$ cat config.mk
export PLATFORM = sky130hd
export DESIGN_NAME = title_draw
export DESIGN_NICKNAME = d
export VERILOG_FILES = /design/src/rtl/title_draw.sv
export SDC_FILE = /design/constraint.sdc
export NUM_CORES = 1
export LEC_CHECK = 0
export BUFFER_PORTS_ARGS = -buffer_cell sky130_fd_sc_hd__buf_2
export CAP_MARGIN = 5
export CELL_PAD_IN_SITES_DETAIL_PLACEMENT = 0
export CELL_PAD_IN_SITES_GLOBAL_PLACEMENT = 2
export CORE_UTILIZATION = 33
export DETAILED_ROUTE_END_ITERATION = 16
export GPL_TIMING_DRIVEN = 1
export PLACE_DENSITY = 0.83
export RECOVER_POWER = 25
export SLEW_MARGIN = 20
export SYNTH_ARGS = -nofsm -noshare
export SYNTH_HDL_FRONTEND = slang
export SYNTH_SLANG_ARGS = --single-unit
$ cat constraint.sdc
create_clock -name clk -period 3.19 [get_ports clk]
set_input_delay 0.4785 -clock clk [delete_from_list [all_inputs] [get_ports clk]]
set_output_delay 0.4785 -clock clk [all_outputs]
set_load 0.005 [all_outputs]
$ cat src/rtl/title_draw.sv
`default_nettype none
// ============================================================================
// Module   : title_draw
// Purpose  : Title-image overlay for the menu video pipeline. Walks the VGA
//            timing stream, issues word addresses to the 24-bit title ROM
//            (one-cycle registered read) and composites the returned pixels
//            over the incoming background inside a fixed window. Every
//            timing, counter and colour signal leaves exactly 3 clk after
//            it entered, so the overlay stays aligned with the ROM latency.
//
// Ports    : clk, rst                 pixel clock, synchronous active-high reset
//            enable                   request title display (applied per frame)
//            hcount_in, vcount_in     raster counters (11 bit)
//            hsync_in, vsync_in       sync inputs
//            hblnk_in, vblnk_in       blanking inputs
//            rgb_in                   background colour {R4,G4,B4}
//            rom_addr                 byte address to title ROM, {word_idx,2'b00}
//            rom_pixel                ROM data {R8,G8,B8}, valid 1 clk after addr
//            hcount_out .. vblnk_out  timing delayed by 3 clk
//            rgb_out                  composited colour
//
// Options  : TITLE_BLINK_EN - when defined, the title blinks with a half
//            period of BLINK_FRAMES frames while displayed.
//
// Revision : 1.0 - initial release
// ============================================================================
module title_draw #(
    parameter int          XPOS         = 189,
    parameter int          YPOS         = 100,
    parameter int          WIDTH        = 262,
    parameter int          HEIGHT       = 100,
    parameter logic [23:0] KEY_COLOR    = 24'h000000,
    parameter int          BLINK_FRAMES = 30
) (
    input  logic        clk,
    input  logic        rst,
    input  logic        enable,
    input  logic [10:0] hcount_in,
    input  logic [10:0] vcount_in,
    input  logic        hsync_in,
    input  logic        vsync_in,
    input  logic        hblnk_in,
    input  logic        vblnk_in,
    input  logic [11:0] rgb_in,
    output logic [19:0] rom_addr,
    input  logic [23:0] rom_pixel,
    output logic [10:0] hcount_out,
    output logic [10:0] vcount_out,
    output logic        hsync_out,
    output logic        vsync_out,
    output logic        hblnk_out,
    output logic        vblnk_out,
    output logic [11:0] rgb_out
);

    // Window bounds sized to the counter width so comparisons stay 11 bit.
    localparam logic [10:0] c_x_lo   = 11'(XPOS);
    localparam logic [10:0] c_x_hi   = 11'(XPOS + WIDTH);
    localparam logic [10:0] c_x_last = 11'(XPOS + WIDTH - 1);
    localparam logic [10:0] c_y_lo   = 11'(YPOS);
    localparam logic [10:0] c_y_hi   = 11'(YPOS + HEIGHT);
    localparam logic [17:0] c_width  = 18'(WIDTH);

    localparam logic [1:0] c_s_off = 2'd0;
    localparam logic [1:0] c_s_arm = 2'd1;
    localparam logic [1:0] c_s_on  = 2'd2;

    logic [1:0]  r_state;
    logic [1:0]  w_state_nxt;

    logic        r_vblnk_prev;
    logic        w_frame;
    logic        w_row_in;
    logic        w_win;
    logic [10:0] w_col;
    logic [17:0] w_word_idx;
    logic [17:0] r_row_base;
    logic        w_visible;
    logic        w_show;

    // Timing bundle {hcount, vcount, hsync, vsync, hblnk, vblnk}.
    logic [25:0] w_tim;
    logic [25:0] r1_tim;
    logic [25:0] r2_tim;
    logic [11:0] r1_rgb;
    logic [11:0] r2_rgb;
    logic        r1_win;
    logic        r2_win;

    // ------------------------------------------------------------------------
    // Frame boundary: rising edge of vertical blanking.
    // ------------------------------------------------------------------------
    always_ff @(posedge clk) begin
        if (rst) begin
            r_vblnk_prev <= 1'b0;
        end else begin
            r_vblnk_prev <= vblnk_in;
        end
    end

    assign w_frame = vblnk_in & ~r_vblnk_prev;

    // ------------------------------------------------------------------------
    // Display FSM. Transitions into or out of ON happen only on a frame
    // boundary, so the title is never cut in half vertically.
    // ------------------------------------------------------------------------
    always_ff @(posedge clk) begin
        if (rst) begin
            r_state <= c_s_off;
        end else begin
            r_state <= w_state_nxt;
        end
    end

    always_comb begin
        w_state_nxt = r_state;
        case (r_state)
            c_s_off: begin
                if (enable) w_state_nxt = c_s_arm;
            end
            c_s_arm: begin
                if (!enable)      w_state_nxt = c_s_off;
                else if (w_frame) w_state_nxt = c_s_on;
            end
            c_s_on: begin
                if (w_frame && !enable) w_state_nxt = c_s_off;
            end
            default: w_state_nxt = c_s_off;
        endcase
    end

    // ------------------------------------------------------------------------
    // Blink control.
    // ------------------------------------------------------------------------
`ifdef TITLE_BLINK_EN
    localparam logic [7:0] c_blink_half = 8'(BLINK_FRAMES);
    localparam logic [7:0] c_blink_last = 8'(2 * BLINK_FRAMES - 1);

    logic [7:0] r_frame_cnt;

    always_ff @(posedge clk) begin
        if (rst) begin
            r_frame_cnt <= 8'd0;
        end else if ((r_state != c_s_on) && (w_state_nxt == c_s_on)) begin
            // Every display period starts with a visible frame.
            r_frame_cnt <= 8'd0;
        end else if ((r_state == c_s_on) && w_frame) begin
            r_frame_cnt <= (r_frame_cnt == c_blink_last) ? 8'd0 : r_frame_cnt + 8'd1;
        end
    end

    assign w_visible = (r_frame_cnt < c_blink_half);
`else
    assign w_visible = 1'b1;
`endif

    // ------------------------------------------------------------------------
    // Stage 0: window decode and address generation.
    // The row base walks in steps of WIDTH instead of multiplying the row
    // number; it advances on the last pixel of each window row, after that
    // pixel has used the current base.
    // ------------------------------------------------------------------------
    assign w_row_in = (vcount_in >= c_y_lo) && (vcount_in < c_y_hi);
    assign w_win    = (hcount_in >= c_x_lo) && (hcount_in < c_x_hi) && w_row_in &&
                      !hblnk_in && !vblnk_in;
    assign w_col      = hcount_in - c_x_lo;
    assign w_word_idx = r_row_base + 18'(w_col);

    always_ff @(posedge clk) begin
        if (rst) begin
            r_row_base <= 18'd0;
        end else if (w_frame) begin
            r_row_base <= 18'd0;
        end else if ((hcount_in == c_x_last) && w_row_in) begin
            r_row_base <= r_row_base + c_width;
        end
    end

    assign w_tim = {hcount_in, vcount_in, hsync_in, vsync_in, hblnk_in, vblnk_in};

    // ------------------------------------------------------------------------
    // Stages 1 and 2: address out, then wait for the ROM data.
    // ------------------------------------------------------------------------
    always_ff @(posedge clk) begin
        if (rst) begin
            rom_addr <= 20'd0;
            r1_tim   <= '0;
            r1_rgb   <= 12'd0;
            r1_win   <= 1'b0;
            r2_tim   <= '0;
            r2_rgb   <= 12'd0;
            r2_win   <= 1'b0;
        end else begin
            rom_addr <= w_win ? {w_word_idx, 2'b00} : 20'd0;
            r1_tim   <= w_tim;
            r1_rgb   <= rgb_in;
            r1_win   <= w_win;
            r2_tim   <= r1_tim;
            r2_rgb   <= r1_rgb;
            r2_win   <= r1_win;
        end
    end

    // ------------------------------------------------------------------------
    // Stage 3: composite and register outputs. Key-coloured ROM pixels let
    // the background through; the top nibble of each channel is kept.
    // ------------------------------------------------------------------------
    assign w_show = r2_win && (r_state == c_s_on) && w_visible && (rom_pixel != KEY_COLOR);

    always_ff @(posedge clk) begin
        if (rst) begin
            hcount_out <= 11'd0;
            vcount_out <= 11'd0;
            hsync_out  <= 1'b0;
            vsync_out  <= 1'b0;
            hblnk_out  <= 1'b0;
            vblnk_out  <= 1'b0;
            rgb_out    <= 12'd0;
        end else begin
            hcount_out <= r2_tim[25:15];
            vcount_out <= r2_tim[14:4];
            hsync_out  <= r2_tim[3];
            vsync_out  <= r2_tim[2];
            hblnk_out  <= r2_tim[1];
            vblnk_out  <= r2_tim[0];
            rgb_out    <= w_show ? {rom_pixel[23:20], rom_pixel[15:12], rom_pixel[7:4]} : r2_rgb;
        end
    end

endmodule
`default_nettype wire

==> flow_summary.json <==
{
  "synthArstFlopShare": 0,
  "p_sw_w": 0.000966,
  "cts_setup_buffers": 0,
  "grt_first_pass_wirelength_mm": 19.1,
  "place.gp.congestion": 0.784,
  "hold_buffers": 0,
  "synthXorXnorAreaFrac": 0.0519,
  "syn-instance-count": 531,
  "dieArea_um2": 17400,
  "cp_max_fo": 6,
  "diodes": 0,
  "clk_latency_ns": 0.41,
  "start_util": 0.337,
  "grt_antenna_before_repair": 0,
  "viasPerCell": 4.41,
  "rsz0062_at_grt": "false",
  "layout-drive-gt1-share": 0.249,
  "wl_met1_mm": 5.47,
  "clkPwrFrac": 0.474,
  "yosysWarningCount": 0,
  "ctsResizeCount": 0,
  "seqPwrFrac": 0.471,
  "clk_pin_slew_worst_paths_ns": 0.06,
  "switching_share": 0.230,
  "synth_adder_area_share": 0.0351,
  "startpoint_type": "input pin",
  "drc": 0,
  "worst-setup-path-type": "input pin to flip-flop",
  "dieWidth_um": 132,
  "vdd_drop_max_mv": 0.362,
  "hold_violations": 0,
  "wl_met3_um": 497,
  "synth-compound-area-share": 0.0874,
  "drt_iter0_markers": 165,
  "tritoncts": "yes",
  "area_growth_syn_to_layout_pct": 25.2,
  "worst_pin_slew_ns": 0.680,
  "track_usage": 0.139,
  "design.core.area_um2": 16500,
  "fp.dieH_um": 132,
  "yosys.area_share.simple": 0.223,
  "crit_path_end_kind": "flip-flop",
  "layout_commonest_cell": "dfxtp_1",
  "first_pass_iters": 4,
  "p_per_area_nw_per_um2": 604,
  "dp_hpwl_mm": 8.19,
  "cts.sinks": 153,
  "ant_nets": 0,
  "nFillCells": 1624,
  "seq_area_frac_synth": 0.550,
  "critical_path_arrival_ns": 3.00,
  "crit_required_ns": 3.53,
  "ys_ff_latch": 153,
  "holdWs_ns": 0.277,
  "max_clock_freq_ghz": 0.376,
  "grt_pass1_vias": 3776,
  "top_layer_used": "met4",
  "clk_path_buf_depth": 2,
  "avgSynthCellArea_um2": 10.5,
  "pwr-share-comb": 0.055,
  "grt_max_degree": 67,
  "min_period_ns": 2.66,
  "synth-edff-count": 0,
  "relSlewSlack": 0.546,
  "wl_per_cell_um": 13.1,
  "finClkSkew_ns": 0.0112,
  "vias": 3919,
  "synth-main-ff-cell": "dfxtp_1",
  "internal_power_w": 0.00324,
  "finalSetupViolCount": 0,
  "grt_remaining_overflow": 0,
  "htreeDepth": 4,
  "post-route-util": 0.422,
  "hold_class": "input pin to flip-flop",
  "outcome": "completed",
  "synth_top_family_by_area": "simple AND/OR/NAND/NOR gates",
  "netlist_area_um2": 5570,
  "tns_ns": 0,
  "rows": 47,
  "ys_types": 56,
  "synth.mux.area_fraction": 0.0216,
  "finalCritPeriodShare": 0.834,
  "p_leak_nw": 2.99,
  "final_max_slew_viol_count": 0,
  "final_cell_mix": "dfxtp_1 (153), buf_2 (113), nor2b_1 (103)",
  "nNetsFinal": 736,
  "cts-root-buf": "clkbuf_16",
  "cts-buffers-inserted": 17,
  "wl_met2_mm": 5.51,
  "wl_mm": 11.6,
  "ioPinCount": 123,
  "cap_violations": 0,
  "numPortBuffers": 120
}
[through the flow]
stage / cell area (um^2) / instances / worst slack [ns] / power [W]
after detailed placement: 6390 / 857 / 0.178 / 0.00226
after global placement: 6390 / 857 / 0.236 / 0.00225
after floorplan: 5570 / 532 / 0.523 / 0.00216
after global routing: 6970 / 888 / 0.325 / 0.00439
after CTS: 6980 / 888 / 0.567 / 0.00427
final: 6970 / 888 / 0.531 / 0.00421
[cell usage after synthesis (all sizes together), types with 10 or more instances]
master,n,area (um^2)
dfxtp,153,3060
nor2b,103,644
nor2,47,179
xnor2,24,210
o21ai,19,103
nor4,16,128
a21oi,15,75.1
clkbuf,15,56.3
ha,14,175
inv,14,52.6
mux2i,12,120
nor3,10,50.1
[cell families after synthesis]
logic type                 count (synthesis)
and+or+nand+nor                          214
DFF                                      153
AOI/OAI and AO/OA                         66
buffers and inverters                     37
xor gates and xnor gates                  33
adders and majority gates                 15
muxes                                     12
other                                      1
[cell type report]
class,instances,area [um^2],share of cell area
Inverter,14,52.6,0.00754
Clock inverter,14,160,0.0230
Clock buffer,17,425,0.0610
Sequential cell,153,3060,0.439
Tap cell,220,275,0.0395
Timing Repair Buffer,128,652,0.0935
Multi-Input combinational cell,342,2340,0.336
[routing by layer]
metal,vias up,global-route usage
met5,-,0
met4,0,0.0549
met3,9,0.0408
met2,93,0.225
met1,1781,0.174
li1,2036,-
[flip-flops by register name (all words and copies together), names as in the netlist]
register,count
rgb_out,12
rom_addr,18
hsync_out,1
hcount_out,11
hblnk_out,1
r_row_base,17
vsync_out,1
r2_rgb,12
r1_win,1
r1_tim,26
vcount_out,11
r2_tim,26
r2_win,1
r1_rgb,12
r_state,2
vblnk_out,1
[worst max-delay path: stages]
cell	delay (ns)
buf_2	0.13
inv_1	0.08
ha_1	0.22
nor2_1	0.09
o21ai_0	0.24
nor3b_1	0.26
xor2_1	0.12
ha_1	0.39
and3_1	0.24
a31oi_1	0.19
or3_1	0.40
a21oi_1	0.14
[path summary, 6_finish.rpt]
check | endpoint | cells after the start | startpoint | slack, ns
setup / recovery | rom_addr[19]$_SDFF_PP0_ | 12 | hcount_in[0] | 0.53
setup reg to reg | rom_addr[17]$_SDFF_PP0_ | 7 | r_row_base[1]$_SDFFE_PP0P_ | 0.86
hold reg to reg | r2_tim[14]$_SDFF_PP0_ | 1 | r1_tim[14]$_SDFF_PP0_ | 0.43
hold / removal | r1_rgb[6]$_SDFF_PP0_ | 2 | rgb_in[6] | 0.28
[power by group through the flow]
| stage | sequential [W] | clock, W | combinational [W] |
|---|---|---|---|
| final | 0.00198 | 0.00200 | 0.000232 |
| after global routing | 0.00199 | 0.00215 | 0.000258 |
| after CTS | 0.00198 | 0.00206 | 0.000236 |
| after detailed placement | 0.00202 | 0 | 0.000233 |
| after global placement | 0.00202 | 0 | 0.000231 |
| after floorplan | 0.00202 | 0 | 0.000134 |
Power figures use the tool's default switching activity.
